<file path="src/rtl/instruction_fetch.sv">
// Fetch stage: owns the fetch PC, issues reads to a 1-cycle synchronous ROM,
// queues returned words in a prefetch buffer and hands them to execute via valid/ready.
module instruction_fetch #(
    parameter int unsigned ADDR_WIDTH = 10,
    parameter logic [31:0] RESET_PC   = 32'h0000_0000,
    parameter int unsigned BUF_DEPTH  = 2
) (
    input  logic                  clk,
    input  logic                  reset,
    output logic                  rom_rd_en,
    output logic [ADDR_WIDTH-1:0] rom_addr,
    input  logic [31:0]           rom_data,
    output logic                  instr_valid,
    input  logic                  instr_ready,
    output logic [31:0]           instr,
    output logic [31:0]           instr_pc,
    input  logic                  redirect_valid,
    input  logic [31:0]           redirect_pc,
    output logic                  fetch_fault
);

    localparam int unsigned PW = $clog2(BUF_DEPTH);
    localparam int unsigned CW = PW + 1;

    typedef enum logic [1:0] {IDLE, RUN, FAULT} state_t;

    state_t          state, state_next;
    logic [31:0]     fetch_pc;
    logic [31:0]     req_pc;
    logic            pending;
    logic [31:0]     pending_pc;
    logic            pending_drop;
    logic [PW-1:0]   rd_ptr, wr_ptr;
    logic [CW-1:0]   count;
    logic [CW:0]     occ_sum;
    logic [31:0]     fifo_instr [BUF_DEPTH];
    logic [31:0]     fifo_pc    [BUF_DEPTH];

    logic pop, resp_ok, overflow, push, misaligned, room, issue;

    always_comb begin
        pop        = instr_valid & instr_ready;
        resp_ok    = pending & ~pending_drop & (state == RUN);
        // A response landing on a full, non-draining buffer is discarded and
        // refetched from its own PC, so the buffer never exceeds BUF_DEPTH.
        overflow   = resp_ok & ~redirect_valid & ~pop & (count == CW'(BUF_DEPTH));
        push       = resp_ok & ~redirect_valid & ~overflow;
        misaligned = redirect_valid & (redirect_pc[1:0] != 2'b00);
        occ_sum    = (CW+1)'(count) + (CW+1)'(rom_rd_en) - (CW+1)'(pop);
        room       = occ_sum < (CW+1)'(BUF_DEPTH);
        issue      = (state != FAULT) & ~redirect_valid & ~overflow & room;

        state_next = state;
        case (state)
            IDLE:    state_next = misaligned ? FAULT : RUN;
            RUN:     if (misaligned) state_next = FAULT;
            FAULT:   state_next = FAULT;
            default: state_next = IDLE;
        endcase
    end

    always_ff @(posedge clk or negedge reset) begin
        if (!reset) begin
            state        <= IDLE;
            fetch_pc     <= RESET_PC;
            req_pc       <= '0;
            rom_rd_en    <= 1'b0;
            rom_addr     <= '0;
            pending      <= 1'b0;
            pending_pc   <= '0;
            pending_drop <= 1'b0;
            rd_ptr       <= '0;
            wr_ptr       <= '0;
            count        <= '0;
        end else begin
            state        <= state_next;
            rom_rd_en    <= issue;
            pending      <= rom_rd_en;
            pending_pc   <= req_pc;
            pending_drop <= rom_rd_en & (redirect_valid | overflow);
            if (issue) begin
                rom_addr <= fetch_pc[ADDR_WIDTH+1:2];
                req_pc   <= fetch_pc;
            end
            if (redirect_valid) begin
                fetch_pc <= redirect_pc;
                rd_ptr   <= '0;
                wr_ptr   <= '0;
                count    <= '0;
            end else begin
                if (overflow)
                    fetch_pc <= pending_pc;
                else if (issue)
                    fetch_pc <= fetch_pc + 32'd4;
                if (push) wr_ptr <= wr_ptr + PW'(1);
                if (pop)  rd_ptr <= rd_ptr + PW'(1);
                count <= count + CW'(push) - CW'(pop);
            end
        end
    end

    always_ff @(posedge clk) begin
        if (push) begin
            fifo_instr[wr_ptr] <= rom_data;
            fifo_pc[wr_ptr]    <= pending_pc;
        end
    end

    // Empty buffer presents a NOP at PC 0.
    assign instr_valid = (count != '0);
    assign instr       = instr_valid ? fifo_instr[rd_ptr] : 32'h0000_0013;
    assign instr_pc    = instr_valid ? fifo_pc[rd_ptr] : 32'h0000_0000;
    assign fetch_fault = (state == FAULT);

endmodule
</file>
<file path="config.mk">
export PLATFORM = sky130hd
export DESIGN_NAME = instruction_fetch
export DESIGN_NICKNAME = d
export VERILOG_FILES = /design/src/rtl/instruction_fetch.sv
export SDC_FILE = /design/constraint.sdc
export NUM_CORES = 1
export LEC_CHECK = 0
export ABC_AREA = 1
export CAP_MARGIN = 20
export CORE_AREA = 4 4 184 133
export CTS_CLUSTER_DIAMETER = 30
export DETAILED_ROUTE_END_ITERATION = 16
export DIE_AREA = 0 0 188 137
export MAX_ROUTING_LAYER = met4
export PLACE_DENSITY = 0.68
export SLEW_MARGIN = 30
export SYNTH_ARGS = -nofsm -noshare
export SYNTH_HDL_FRONTEND = slang
export SYNTH_SLANG_ARGS = --single-unit
</file>
<file path="constraint.sdc">
create_clock -name clk -period 10.5 [get_ports clk]
set_clock_uncertainty 0.2 [all_clocks]
set_input_delay 2.1 -clock clk [delete_from_list [all_inputs] [get_ports clk]]
set_output_delay 2.1 -clock clk [all_outputs]
set_load 0.1 [all_outputs]
</file>
==> results of run 1 <==
[path summary, 6_finish.rpt]
| kind | slack (ns) | cells past startpoint | end |
|---|---|---|---|
| setup / recovery | 4.57 | 6 | instr_pc[17] |
| hold / removal | 0.16 | 0 | pending_pc[19] |
| setup reg to reg | 5.84 | 12 | fetch_pc[29] |
| hold reg to reg | 0.16 | 0 | pending_pc[19] |
| max in group asynchronous | 7.48 | 2 | rd_ptr |
| min in group asynchronous | 1.40 | 1 | fetch_pc[7] |
[metrics by stage]
step	instance area (um2)	total power (uW)	worst slack, ns	cells
floorplan	10100	3000	4.55	1037
CTS	13200	4940	4.53	1522
finish	13200	4910	4.57	1522
global placement	11700	3490	5.07	1446
global route	13200	5150	4.31	1522
detailed placement	11700	3520	4.99	1446
[power groups by stage]
stage	Combinational, uW	Sequential [uW]	Clock (uW)
after floorplan	1640	1360	0
after global placement	2060	1430	0
after detailed placement	2080	1430	0
after CTS	2100	1420	1420
after global routing	2240	1450	1470
final	2080	1420	1400
[synthesized netlist by cell type, drive strengths merged]
library cell	number
a21boi	1
a21oi	62
and2	2
buf	33
clkbuf	23
dfrtp	105
edfxtp	128
fa	1
ha	7
inv	65
nand2	389
nand3	55
nand3b	1
nor2	56
nor3	2
o21a	18
o21ai	71
o21bai	7
o22ai	1
or2	3
xnor2	3
xor2	4
[cells by family (layout without fill, tap and decap cells)]
logic type	Yosys count	in the layout
AND/OR/NAND/NOR	508	508
buffers and inverters	121	294
AO/OA/AOI/OAI	160	160
XOR/XNOR	7	7
flip-flops	233	233
adder cells (fa/ha/maj)	8	8
[layout make-up]
type                       count  area, um2  share of cell area, %
sequential                   233       6470                   48.9
tap                          312        390                   2.95
inverter                      65        244                   1.85
clock inverter                27        317                   2.39
multi-input combinational    683       3110                   23.5
timing repair buffer         153       1510                   11.4
clock buffer                  49       1180                   8.94
[metal layers]
layer / up-vias / routed length [um] / part of all wire (%) / global-route usage, %
li1: 3699 / - / - / -
met2: 281 / 10500 / 41 / 28.4
met1: 3586 / 12600 / 49 / 30.2
met5: - / 0 / 0 / -
met3: 39 / 2010 / 7.9 / 4.95
met4: 0 / 382 / 1.5 / 5.18
[flip-flops by register name (all words and copies together) (netlist names)]
signal,count
state,2
fifo_pc,64
pending_drop,1
wr_ptr,1
count,2
rom_rd_en,1
pending_pc,32
req_pc,23
pending,1
rd_ptr,1
fetch_pc,32
fifo_instr,64
rom_addr,9
[critical path: cells and delay by family, from the launching register on]
kind,cells,cell delay [ns]
AND/OR/NAND/NOR,1,0.13
flip-flops,1,0.38
buffers and inverters,4,2.27
AO/OA/AOI/OAI,1,0.22
==> results.py, run 1 <==
metrics = {
    "logic_synthesis": {
        "synth_top_area_share_pct": 38.1,
        "synthSimpleGateAreaFrac_pct": 20.4,
        "yosysTopAreaCell": "edfxtp_1",
        "synth_xor_area_share_pct": 0.608,
        "ys_seq_area_share_pct": 64.2,
        "synthMuxAreaShare_pct": 0,
        "ys_types": 31,
        "synth-adder-area-share_pct": 1.07,
        "yosysWarnings": 0,
        "synth_fp_nets": 1113,
        "synth_compound_area_share_pct": 8.60,
        "synth_area_um2": 10100,
        "syn_avg_cell_area_um2": 9.72,
        "syn_inst": 1037,
        "synth_area_leaders": "edfxtp_1, dfrtp_1, nand2_1",
        "ys_seq_elements": 233,
        "synth_top_family_by_area": "simple AND/OR/NAND/NOR gates",
    },
    "die": {
        "fp.dieW_um": 188,
        "io_pins": 145,
        "core_um2": 22500,
        "start_util_pct": 44.8,
        "dieArea_um2": 25800,
        "row_count": 46,
        "die_h_um": 137,
    },
    "run_status": {
        "outcome": "completed",
    },
    "power_and_ir_drop": {
        "p_sw_share_pct": 46.0,
        "vdd_drop_max_uv": 188,
        "power_leakage_uw": 0.00543,
        "p_per_area_nw_per_um2": 371,
        "power.switching_uw": 2260,
        "clkPwrFrac_pct": 28.5,
        "internal_power_uw": 2650,
        "combPwrFrac_pct": 42.4,
        "seqPwrFrac_pct": 29.0,
    },
    "timing": {
        "worstMarginPinSlew_ns": 1.02,
        "fin_crit_ns": 5.93,
        "slew_violations": 0,
        "finalCritPeriodShare_pct": 56.5,
        "hold_viol_final": 0,
        "relSlewSlack_pct": 31.5,
        "max_freq_mhz": 169,
        "fin_hold_ws_ns": 0.157,
        "setup_viol": 0,
        "rsz0062_at_grt": "no",
        "setup_tns_ns": 0,
    },
    "finish": {
        "area_growth_pct": 31.1,
        "layout_common_cells": "nand2_1, clkdlybuf4s50_1, edfxtp_1",
        "fin_nets": 1253,
        "num_antenna_cells": 0,
        "drive_gt1_share_pct": 9.17,
        "fillers": 1905,
        "fin_util_pct": 58.8,
        "final_common_cell": "nand2_1",
    },
    "grt": {
        "grt_antenna_before_repair": 0,
        "grt_remaining_overflow": 0,
        "grt_pass1_wl_mm": 40.5,
        "grt_pass1_vias": 7306,
        "grt_max_degree": 66,
        "grt_use_total_pct": 20.4,
    },
    "clock_network": {
        "cts_resized": 0,
        "clkLatencyLatePin_ns": 0.52,
        "cts-buffers-inserted": 41,
        "clkSlewWorstSetupHoldPaths_ns": 0.05,
        "cts_tree": "yes",
        "htree_levels": 2,
        "clockBufferDepth": 3,
        "ctsHoldBuffers": 0,
        "post-cts-setup-buffer-count": 0,
        "clock-sinks": 233,
        "root_buffer": "clkbuf_16",
    },
    "place": {
        "dp_hpwl_mm": 16.4,
        "gp_congestion": 0.912,
        "port_buffers": 144,
    },
    "critical_path": {
        "cp-start-kind": "flop",
        "startpoint": "rd_ptr",
        "end_kind": "output pin",
        "slowest_delay_ns": 1.18,
        "slowest_stage": "clkdlybuf4s50_1",
        "cp.arrival_ns": 3.63,
        "crit_top_cell": "buf_4",
        "critPathMaxFanout": 65,
        "path_cells": "buf_4 -> inv_2 -> buf_4 -> nand2_1 -> a21oi_1 -> clkdlybuf4s50_1",
        "cp.required_ns": 8.20,
        "crit-reg2reg-launch": "count[1]",
        "path_class": "reg2out",
    },
    "worst_hold_path": {
        "min_from": "req_pc[19]",
        "hold_class": "reg2reg",
    },
    "route": {
        "drc": 0,
        "post_drt_wl_per_cell_um": 16.8,
        "totalWireLength_mm": 25.5,
        "routed_via_density": 5.00,
        "dr.pass1.iters": 5,
        "drtIter0Drc": 543,
        "ant_nets": 0,
        "vias": 7605,
    },
    "run": {
        "maxCapViolations": 0,
    },
}
(Power assumes the default switching activity.)
==> run 2, diff against run 1 <==
PLACE_DENSITY = 0.71   (was 0.68)
clock period = 5.4 ns   (was 10.5 ns; I/O delays follow)
==> results.py, run 2 (same netlist as run 1, synthesis figures left out) <==
metrics = {
    "power_and_ir_drop": {
        "p_per_area_nw_per_um2": 699,
        "power.switching_uw": 4230,
        "power_leakage_uw": 0.00529,
        "clkPwrFrac_pct": 24.8,
        "seqPwrFrac_pct": 30.5,
        "internal_power_uw": 4840,
        "vdd_drop_max_uv": 398,
        "p_sw_share_pct": 46.6,
        "combPwrFrac_pct": 44.7,
    },
    "die": {
        "core_um2": 22500,
        "io_pins": 145,
        "start_util_pct": 44.8,
        "dieArea_um2": 25800,
        "die_h_um": 137,
        "fp.dieW_um": 188,
        "row_count": 46,
    },
    "clock_network": {
        "clock-sinks": 233,
        "cts_tree": "yes",
        "htree_levels": 2,
        "clockBufferDepth": 3,
        "root_buffer": "clkbuf_16",
        "clkSlewWorstSetupHoldPaths_ns": 0.05,
        "cts_resized": 0,
        "ctsHoldBuffers": 0,
        "clkLatencyLatePin_ns": 0.50,
        "cts-buffers-inserted": 36,
        "post-cts-setup-buffer-count": 0,
    },
    "timing": {
        "rsz0062_at_grt": "no",
        "setup_viol": 0,
        "max_freq_mhz": 223,
        "slew_violations": 0,
        "relSlewSlack_pct": 30.7,
        "fin_hold_ws_ns": 0.168,
        "finalCritPeriodShare_pct": 83.2,
        "setup_tns_ns": 0,
        "worstMarginPinSlew_ns": 1.04,
        "hold_viol_final": 0,
        "fin_crit_ns": 4.49,
    },
    "critical_path": {
        "slowest_stage": "clkdlybuf4s50_1",
        "cp-start-kind": "flop",
        "critPathMaxFanout": 35,
        "cp.arrival_ns": 3.21,
        "end_kind": "output pin",
        "path_cells": "inv_2 -> buf_4 -> nand2_1 -> a21oi_1 -> clkdlybuf4s50_1",
        "path_class": "reg2out",
        "slowest_delay_ns": 1.17,
        "cp.required_ns": 4.12,
    },
    "grt": {
        "grt_use_total_pct": 20.4,
        "grt_remaining_overflow": 0,
        "grt_pass1_vias": 7233,
        "grt_pass1_wl_mm": 40.2,
        "grt_max_degree": 69,
        "grt_antenna_before_repair": 0,
    },
    "place": {
        "gp_congestion": 0.899,
        "dp_hpwl_mm": 16.8,
        "port_buffers": 144,
    },
    "finish": {
        "fin_nets": 1250,
        "drive_gt1_share_pct": 8.25,
        "layout_common_cells": "nand2_1, clkdlybuf4s50_1, edfxtp_1",
        "register_area_um2": 6470,
        "num_antenna_cells": 0,
        "fillers": 1868,
        "top_regs": "fifo_instr x64, fifo_pc x64",
        "final_common_cell": "nand2_1",
        "area_growth_pct": 28.6,
        "multiInputGateArea_um2": 3110,
    },
    "route": {
        "dr.pass1.iters": 5,
        "ant_nets": 0,
        "post_drt_wl_per_cell_um": 16.8,
        "routed_via_density": 5.07,
        "vias": 7659,
        "totalWireLength_mm": 25.5,
        "drtIter0Drc": 642,
        "drc": 0,
    },
    "run": {
        "maxCapViolations": 0,
    },
    "worst_hold_path": {
        "hold_class": "reg2reg",
    },
    "run_status": {
        "outcome": "completed",
    },
}
run 2: metal layers:
metal	vias to the layer above	track usage [%]	part of all wire [%]
li1	3683	-	-
met1	3630	31.1	49
met2	311	28.4	41
met3	35	3.93	8.6
met4	0	4.44	1.3
met5	-	-	0
run 2: worst max-delay path: cells and delay by family (launching register included):
family	cells	cell delay [ns]
buffers and inverters	3	2.04
flip-flops	1	0.40
AO/OA/AOI/OAI	1	0.19
AND/OR/NAND/NOR	1	0.07
run 2: path summary, 6_finish.rpt:
| path | start | end | slack (ns) | depth (start not counted) |
|---|---|---|---|---|
| hold reg to reg | req_pc[0] | pending_pc[0] | 0.17 | 0 |
| hold / removal | req_pc[0] | pending_pc[0] | 0.17 | 0 |
| max in group asynchronous | reset | rd_ptr | 3.64 | 2 |
| setup / recovery | rd_ptr | instr_pc[15] | 0.91 | 5 |
| setup reg to reg | count[1] | fetch_pc[7] | 1.75 | 12 |
| min in group asynchronous | reset | fetch_pc[23] | 0.39 | 1 |
run 2: final cells by class:
class / instances / area share, %
clock buffers: 52 / 8.27
clock inverters: 12 / 0.965
inverters: 65 / 1.88
multi-input cells: 683 / 24.0
flip-flops and latches: 233 / 49.9
well taps: 312 / 3.01
repair buffers: 155 / 11.9
run 2: per-stage QoR:
stage | std cells | util, % | instance area [um2] | setup WS, ns | power [uW]
final | 1512 | 57.6 | 13000 | 0.909 | 9060
after global placement | 1448 | 52.3 | 11800 | 1.13 | 6760
after detailed placement | 1448 | 52.3 | 11800 | 0.958 | 6850
after floorplan | 1037 | - | 10100 | 0.474 | 5830
after global routing | 1512 | 57.6 | 13000 | 0.725 | 9540
after CTS | 1512 | 57.6 | 13000 | 0.830 | 9120
run 2: power by group through the flow:
stage / sequential, uW / clock [uW] / combinational (uW)
after detailed placement: 2790 / 0 / 4060
after CTS: 2760 / 2280 / 4080
after global placement: 2770 / 0 / 3990
final: 2760 / 2250 / 4050
after global routing: 2820 / 2370 / 4350
after floorplan: 2650 / 0 / 3180
==> run 3, diff against run 2 <==
clock period = 3.62 ns   (was 5.4 ns; I/O delays follow)
==> results.py, run 3 (same netlist as run 1, synthesis figures left out) <==
metrics = {
    "place": {
        "dp_hpwl_mm": 17.3,
        "gp_congestion": 0.932,
        "port_buffers": 144,
        "dp_cells": 1455,
    },
    "critical_path": {
        "cp.required_ns": 2.70,
        "path_class": "reg2out",
        "slowest_delay_ns": 0.59,
        "path_cells": "buf_4 -> nand2_1 -> a21oi_1 -> buf_12",
        "critPathMaxFanout": 64,
        "rr_worst_depth": 13,
        "reg2reg_to": "fetch_pc[27]",
        "cp.arrival_ns": 2.20,
        "crit-reg2reg-launch": "count[1]",
        "cp-start-kind": "flop",
        "slowest_stage": "buf_4",
        "reg2reg_slack_ns": 0.57,
        "end_kind": "output pin",
    },
    "clock_network": {
        "post-cts-setup-buffer-count": 0,
        "ctsHoldBuffers": 0,
        "cts-buffers-inserted": 38,
        "clkLatencyLatePin_ns": 0.52,
        "clockBufferDepth": 3,
        "cts_tree": "yes",
        "htree_levels": 2,
        "root_buffer": "clkbuf_16",
        "clkSlewWorstSetupHoldPaths_ns": 0.05,
        "clock-sinks": 233,
        "cts_resized": 0,
    },
    "finish": {
        "layout_common_cells": "nand2_1, edfxtp_1, dfrtp_1",
        "final_common_cell": "nand2_1",
        "fin_nets": 1259,
        "final_cells": 1524,
        "num_antenna_cells": 0,
        "top_regs": "fifo_instr x64, fifo_pc x64",
        "area_growth_pct": 32.5,
        "drive_gt1_share_pct": 15.3,
    },
    "timing": {
        "finalCritPeriodShare_pct": 86.4,
        "fin_hold_ws_ns": 0.0661,
        "rsz0062_at_grt": "no",
        "slew_violations": 0,
        "max_freq_mhz": 320,
        "fin_crit_ns": 3.13,
        "worstMarginPinSlew_ns": 0.727,
        "relSlewSlack_pct": 51.5,
        "setup_viol": 0,
        "hold_viol_final": 0,
    },
    "grt": {
        "gr-usage-met2_pct": 29.9,
        "grt_pass1_vias": 7315,
        "grt_remaining_overflow": 0,
        "grt_antenna_before_repair": 0,
        "use_met3_pct": 4.21,
        "grt_pass1_wl_mm": 40.8,
        "grt_use_total_pct": 20.8,
        "top_usage_layer": "met1",
        "grt_util_met1_pct": 30.6,
        "grt_max_degree": 65,
    },
    "route": {
        "routed_via_density": 5.01,
        "ant_nets": 0,
        "drc": 0,
        "vias": 7630,
        "dr.pass1.iters": 5,
        "post_drt_wl_per_cell_um": 16.8,
        "totalWireLength_mm": 25.6,
        "drtIter0Drc": 718,
    },
    "die": {
        "dieArea_um2": 25800,
        "fp.dieW_um": 188,
        "start_util_pct": 44.8,
        "core_um2": 22500,
        "row_count": 46,
        "die_h_um": 137,
        "io_pins": 145,
    },
    "run_status": {
        "outcome": "completed",
    },
    "power_and_ir_drop": {
        "vdd_drop_max_uv": 511,
        "power_leakage_uw": 0.00561,
        "p_per_area_nw_per_um2": 1050,
    },
    "worst_hold_path": {
        "hold_class": "in2async",
    },
    "run": {
        "maxCapViolations": 0,
    },
}
## run 3: cell count changes in the layout (fill, tap and decap cells not counted), moves of 2 or more
cell and delta:
clkdlybuf4s50_1 -73, buf_4 +44, buf_12 +39, clkbuf_8 -7, inv_6 +5, clkbuf_16 +3
clkbuf_1 -2, clkinv_4 +2, inv_4 +2
## run 3: how the worst max path moves through the flow
stage	slack (ns)	from	depth (start not counted)	to
after floorplan	-0.95	instr_ready	5	fifo_instr[0][0]
after global placement	0.23	instr_ready	12	fetch_pc[4]
after detailed placement	0.08	instr_ready	12	fetch_pc[4]
after CTS	0.47	rd_ptr	4	instr_pc[13]
after global routing	0.29	count[1]	13	fetch_pc[27]
final	0.49	rd_ptr	4	instr_pc[16]
## run 3: stage by stage
step           cell area, um2  total power (uW)  setup slack, ns  utilization (%)  setup TNS, ns
2_1_floorplan           10100              8700           -0.950                -        -121.58
3_3_place_gp            12100             10600            0.230             53.9              0
3_5_place_dp            12100             10700           0.0844             53.9              0
4_1_cts                 13400             14200            0.467             59.4              0
5_1_grt                 13400             14800            0.290             59.4              0
6_report                13400             14100            0.492             59.4              0
## run 3: final cells by class
class,count,area (um2)
fillers,1889,9150
clock buffers,46,1040
multi-input cells,683,3110
clock inverters,23,189
repair buffers,162,1910
well taps,312,390
inverters,65,244
flip-flops and latches,233,6470
## run 3: critical path: cells and delay by family (launching register included)
kind,cells,cell delay (ns)
compound gates,1,0.38
buf+inv,2,0.82
flops,1,0.36
simple gates,1,0.11
## run 3: where the power goes
part	internal (uW)	switching, uW
Clock	2160	1270
Sequential	3530	592
Combinational	1860	4670
Total	7550	6530
## run 3: per-layer routing
metal	routed length (um)	up-vias
met5	0	-
met4	395	0
met3	2070	37
met2	11100	278
met1	12100	3601
li1	-	3714
